File: src/rtl/ssd_stopwatch.sv
// Two-digit BCD stopwatch with debounced run/stop and clear buttons.
// Feeds {tens, ones} to the two-digit PmodSSD display controller.
//
//   state   | meaning
//   --------+------------------------------------------------
//   STOPPED | count and prescaler frozen (reset state)
//   RUNNING | prescaler advancing, count steps on each tick
module ssd_stopwatch #(
   parameter int TICK_DIV        = 50_000_000,
   parameter int DEBOUNCE_CYCLES = 500_000
) (
   input  logic       clk,
   input  logic       reset,
   input  logic       btn_run,
   input  logic       btn_clr,
   output logic [7:0] value,
   output logic       running,
   output logic       wrap
);

   localparam int PW = $clog2(TICK_DIV);
   localparam int DW = (DEBOUNCE_CYCLES > 1) ? $clog2(DEBOUNCE_CYCLES) : 1;
   localparam logic [PW-1:0] PRESC_LAST = PW'(TICK_DIV - 1);
   localparam logic [DW-1:0] DB_LAST    = DW'(DEBOUNCE_CYCLES - 1);

   typedef enum logic {STOPPED, RUNNING} state_t;

   // Bit 0 is the run button, bit 1 the clear button.
   logic [1:0]         btn;
   logic [1:0]         sync1;
   logic [1:0]         sync2;
   logic [1:0]         deb;
   logic [1:0]         deb_d;
   logic [1:0]         press;
   logic [1:0][DW-1:0] db_cnt;

   logic               press_run;
   logic               press_clr;
   state_t             state;
   state_t             state_nxt;
   logic [PW-1:0]      presc;
   logic               tick;
   logic [7:0]         value_inc;

   assign btn       = {btn_clr, btn_run};
   assign press_run = press[0];
   assign press_clr = press[1];

   always_ff @(posedge clk) begin
      if (!reset) begin
         sync1  <= '0;
         sync2  <= '0;
         deb    <= '0;
         deb_d  <= '0;
         press  <= '0;
         db_cnt <= '0;
      end else begin
         sync1 <= btn;
         sync2 <= sync1;
         deb_d <= deb;
         press <= deb & ~deb_d;
         for (int i = 0; i < 2; i++) begin
            if (sync2[i] == deb[i]) begin
               db_cnt[i] <= '0;
            end else if (db_cnt[i] == DB_LAST) begin
               deb[i]    <= sync2[i];
               db_cnt[i] <= '0;
            end else begin
               db_cnt[i] <= db_cnt[i] + 1'b1;
            end
         end
      end
   end

   // Clear has priority over run/stop.
   always_comb begin
      state_nxt = state;
      if (press_clr) begin
         state_nxt = STOPPED;
      end else if (press_run) begin
         state_nxt = (state == STOPPED) ? RUNNING : STOPPED;
      end
   end

   assign tick = (state == RUNNING) && (presc == PRESC_LAST);

   always_comb begin
      value_inc = value;
      if (value[3:0] != 4'd9) begin
         value_inc[3:0] = value[3:0] + 4'd1;
      end else begin
         value_inc[3:0] = 4'd0;
         value_inc[7:4] = (value[7:4] != 4'd9) ? value[7:4] + 4'd1 : 4'd0;
      end
   end

   // A run press coincident with a tick still takes that tick because the
   // datapath looks at the current state, not the next one.
   always_ff @(posedge clk) begin
      if (!reset) begin
         state   <= STOPPED;
         presc   <= '0;
         value   <= 8'h00;
         running <= 1'b0;
         wrap    <= 1'b0;
      end else begin
         state   <= state_nxt;
         running <= (state_nxt == RUNNING);
         wrap    <= 1'b0;
         if (press_clr) begin
            presc <= '0;
            value <= 8'h00;
         end else if (state == RUNNING) begin
            presc <= tick ? '0 : presc + 1'b1;
            if (tick) begin
               value <= value_inc;
               wrap  <= (value == 8'h99);
            end
         end
      end
   end

endmodule

File: config.mk
export PLATFORM = sky130hd
export DESIGN_NAME = ssd_stopwatch
export DESIGN_NICKNAME = d
export VERILOG_FILES = /design/src/rtl/ssd_stopwatch.sv
export SDC_FILE = /design/constraint.sdc
export NUM_CORES = 1
export LEC_CHECK = 0
export CAP_MARGIN = 10
export CORE_MARGIN = 10
export CORE_UTILIZATION = 25
export CTS_BUF_LIST = sky130_fd_sc_hd__clkbuf_8
export DETAILED_ROUTE_END_ITERATION = 12
export PLACE_DENSITY = 0.36
export SLEW_MARGIN = 20
export SYNTH_ARGS = -nofsm -noshare
export SYNTH_HDL_FRONTEND = slang
export SYNTH_SLANG_ARGS = --single-unit
export TNS_END_PERCENT = 20
File: constraint.sdc
create_clock -name clk -period 4.6 [get_ports clk]
set_input_delay 0.46 -clock clk [delete_from_list [all_inputs] [get_ports clk]]
set_output_delay 0.46 -clock clk [all_outputs]
set_load 0.05 [all_outputs]
### Word level (Yosys, flattened, before mapping)

Cells that the tools add are included.

* multiplexer cells: 4
* $add $sub $neg: 5
* bitwise gates (word level): 8
* equality and inequality tests: 8
* reductions and logical operators: 9

Operators by type and width (number)
* $add A19 B1 Y19 const B: 2
* $eq A19 B19 Y1 const B: 2
* $add A26 B1 Y26 const B: 1
* $eq A26 B26 Y1 const B: 1
* $mux W26: 1
* $add A4 B1 Y4 const B: 2
* $eq A8 B8 Y1 const B: 1
* $mux W4: 2
* $ne A4 B4 Y1 const B: 2
* $not A1 Y1: 6
* $reduce_and A2 Y1: 3
* $reduce_or A3 Y1: 2
* $reduce_or A4 Y1: 1
* $reduce_and A3 Y1: 1
* $and A2 B2 Y2: 1
* $eq A1 B1 Y1: 2
* $not A2 Y2: 1
* $reduce_or A2 Y1: 1
* $logic_and A1 B1 Y1: 1
* $mux W1: 1

* register bits after elaboration: 84
* bits of input ports: 4

### Logic depth before layout (Yosys ltp)

* word-level depth: 4
* depth in mapped cells: 7
* depth with buffers taken out: 6

### Worst setup path before layout

No wires, ideal clock.

* kind: reg-to-reg
* start point: reg state
* end point: reg presc[25]
* period minus slack after synthesis: 2.033 ns
* data required time: 4.534 ns
* arrival time: 1.967 ns
* path buffers: 1
* setup slack: 2.567 ns
* cell stages (with the launch flop): 7
* cell sequence: dfxtp_1 -> buf_4 -> nand4_1 -> nor4_4 -> nand4_1 -> or3_1 -> a21oi_2

* longest elaborated chain between the ends: 2

Ends and longest elaborated chain
* start, declared: RTL line 39 `state_t state;`
* start signal, assigned: RTL line 107 `state <= state_nxt;`
* $logic_and A1 B1 Y1: RTL line 85 `assign tick = (state == RUNNING) && (presc == PRESC_LAST);`
* $mux W26: RTL line 114 `presc <= tick ? '0 : presc + 1'b1;`
* end signal, assigned: RTL line 114
* end, declared: RTL line 41 `logic [PW-1:0] presc;`

Several ways; a longest one is shown, not always the timed one.
A chain may end at the register's enable or synchronous reset.

==> run_results.csv <==
group,metric,value,unit
min_path,hold_depth,1,
min_path,hold_end,"press[1]",
outcome,status,"finished, final reports clean",
detailed_routing,ant_nets,0,
setup_path,rrSetupSlack,2.29,ns
setup_path,reg2reg_to,"presc[16]",
timing,rsz0062_at_grt,"no",
power_and_ir_drop,power_density,331,mW/mm²
detailed_routing,firstDrtPassIters,6,
global_routing,grt_busiest_layer,"met2",
clock_tree,insertion_delay,0.37,ns
global_routing,grt_pass1_wl,12700,µm
power_and_ir_drop,p_leak,1.37,nW
timing,tightest_slew,0.643,ns
detailed_routing,first_iter_violations,107,
setup_path,arrival,1.90,ns
setup_path,critical_path_class,"reg2out",
clock_tree,clockRootBuffer,"clkbuf_8",
placed_design,dpl_cell_area,0.00397,mm²
detailed_routing,avgRoutedWirePerCell,11.9,µm
clock_tree,cts_hold_buffers,0,
min_path,hold_path_startpoint,"deb_d[1]",
detailed_routing,num_vias,2713,
job,drv_cap,0,
clock_tree,cts_buffers,9,
synthesis,syn_inst,415,
timing,finalHoldViolCount,0,
die,row_count,44,
clock_tree,cts_tree,"built",
placed_design,dpl.hpwl,5160,µm
setup_path,crit_fanout,12,
detailed_routing,drt-total-wl,7350,µm
global_routing,use_met2,0.118,
die,coreArea,0.0145,mm²
setup_path,r2r_start,"presc[0]",
detailed_routing,drc,0,
die,dieWidth,141,µm
setup_path,endpoint_kind,"primary output",
min_path,hold_class,"reg2reg",
synthesis,yosysTopAreaCell,"dfxtp_1",
finish,fillers,1555,
timing,hold_ws,0.384,ns
timing,finalSetupViolations,0,
setup_path,cp_cell_sequence,"clkdlybuf4s50_1",
synthesis,synth_cell_types,42,
synthesis,seq_area_frac_synth,0.457,
synthesis,synth-main-ff-cell,"dfxtp_1",
timing,period_needed,2.36,ns
clock_tree,ctsHtreeMaxLevel,3,
synthesis,yosysTopAreaCellShare,0.457,
synthesis,synth-edff-count,0,
synthesis,synth_area_leaders,"dfxtp_1, nor2_1, xor2_1, xnor2_1, nand3_1",
setup_path,max_stage_delay,0.90,ns
setup_path,cp_top_family,"buffers and inverters",
global_routing,grt_pass1_vias,2565,
global_routing,use_met3,0.0347,
die,start_util,0.254,
timing,final.setup.tns,0,ns
setup_path,reg2reg_depth,6,
global_routing,grt.overflow.total,0,
setup_path,cp.required,4.14,ns
placed_design,port_buffers,13,
global_routing,grtUsageTotal,0.0781,
synthesis,ys_async_sr_fraction,0,
clock_tree,cts_sinks,84,
global_routing,grt_max_degree,23,
finish,final_area,0.00422,mm²
synthesis,syn_avg_cell_area,8.87,µm²
clock_tree,clockBufferDepth,2,
finish,layout-drive-gt1-share,0.0647,
die,dieArea,0.0200,mm²
finish,diodes,0,
placed_design,gp_congestion,0.704,
finish,nets,435,
setup_path,cp_slowest_cell,"clkdlybuf4s50_1",
finish,syn_to_final_growth,14.6,%
timing,fin_crit_sh,0.513,
global_routing,met1_usage,0.0959,
die,die_h,141,µm
clock_tree,clk_pin_slew,0.08,ns
synthesis,synth_nets,422,
timing,fin_worst_skew,0.00670,ns
global_routing,grt_antenna_before_repair,0,
timing,setup_slack,2.24,ns
synthesis,synth_seq_cells,84,
timing,timing.fmax,424,MHz
timing,maxSlewViolCount,0,
synthesis,synthesis.area,0.00368,mm²
placed_design,place_ws,2.16,ns
setup_path,start_kind,"flop",
detailed_routing,viasPerCell,4.40,
synthesis,yosysWarnings,0,
setup_path,path_buf_inv,1,
die,ios,14,
timing,max_slew_margin,0.568,
clock_tree,post_cts_resized,0,
power_and_ir_drop,peakVddDrop,166,µV
clock_tree,cts_setup_buffers,0,
[cells by family (layout without fill, tap and decap cells)]
kind of cell,count (synthesis),in the layout,share of synthesized area
AND/OR/NAND/NOR,224,224,0.317
flip-flops,84,84,0.457
XOR/XNOR,60,60,0.143
buffers and inverters,22,40,0.0306
AO/OA/AOI/OAI,16,16,0.0265
multiplexers,6,6,0.0163
adder cells (fa/ha/maj),3,3,0.0102
[worst max path at each step]
stage / from / endpoint / cells after the start
floorplan: state / presc[25] / 6
global placement: reset / presc[22] / 4
detailed placement: reset / presc[22] / 4
CTS: state / running / 1
global route: presc[0] / presc[9] / 6
finish: state / running / 1
[registers in the layout, indices dropped and copies added, names as in the netlist]
register / count
value: 8
deb_d: 2
presc: 26
deb: 2
db_cnt: 38
press: 2
sync2: 2
wrap: 1
state: 1
sync1: 2
[cell type report]
class                   count  area, µm²  area share
clock buffers              11        151      0.0359
clock inverters             5       98.8      0.0234
inverters                  11       41.3     0.00978
multi-input cells         309       1890       0.447
flip-flops and latches     84       1680       0.398
well taps                 184        230      0.0545
repair buffers             13        130      0.0308
[metal layers]
layer / routed length (µm) / part of all wire
met5: 0 / 0
met1: 3590 / 0.49
met4: 103 / 0.014
met2: 3370 / 0.46
met3: 286 / 0.039
[synth_stat cells (2+ instances only)]
library cell,n
mux2i_1,6
nor2b_1,6
nand2_1,25
and4_1,5
nor3_1,11
nor4bb_1,2
nand4_1,17
nand3_1,28
clkbuf_1,3
inv_1,11
nor4b_1,3
dfxtp_1,84
and2_1,6
buf_6,2
or2_2,3
nor3b_1,2
buf_2,3
or3_1,5
a21oi_1,8
nor2_1,85
xor2_1,34
nor4_2,2
and3_1,10
ha_1,3
xnor2_1,26
nor4_1,3
o21ai_0,3
buf_4,3
nand2b_1,3
[placed cells by master, fill, tap and decap left out, types with 6 or more instances in the layout]
cell type        netlist  layout
and2_1                 6       6
and3_1                10      10
dfxtp_1               84      84
nand3_1               28      28
clkdlybuf4s50_1        0      13
nand2_1               25      25
xor2_1                34      34
xnor2_1               26      26
nand4_1               17      17
mux2i_1                6       6
nor2b_1                6       6
inv_1                 11      12
clkbuf_8               0      11
nor2_1                85      85
nor3_1                11      11
a21oi_1                8       8
[report_power, final]
part           internal, mW  switching [mW]
clock network         0.388           0.267
logic               0.00479         0.00993
registers             0.728         0.00123
total                  1.12           0.278
[per-stage QoR]
stage	utilization	power, mW	cells
final	0.292	1.40	617
after global routing	0.292	1.46	617
after CTS	0.292	1.43	617
after detailed placement	0.274	0.763	601
after global placement	0.274	0.763	601
after floorplan	-	0.758	415
Note: power is estimated with default switching activity, not from simulation.
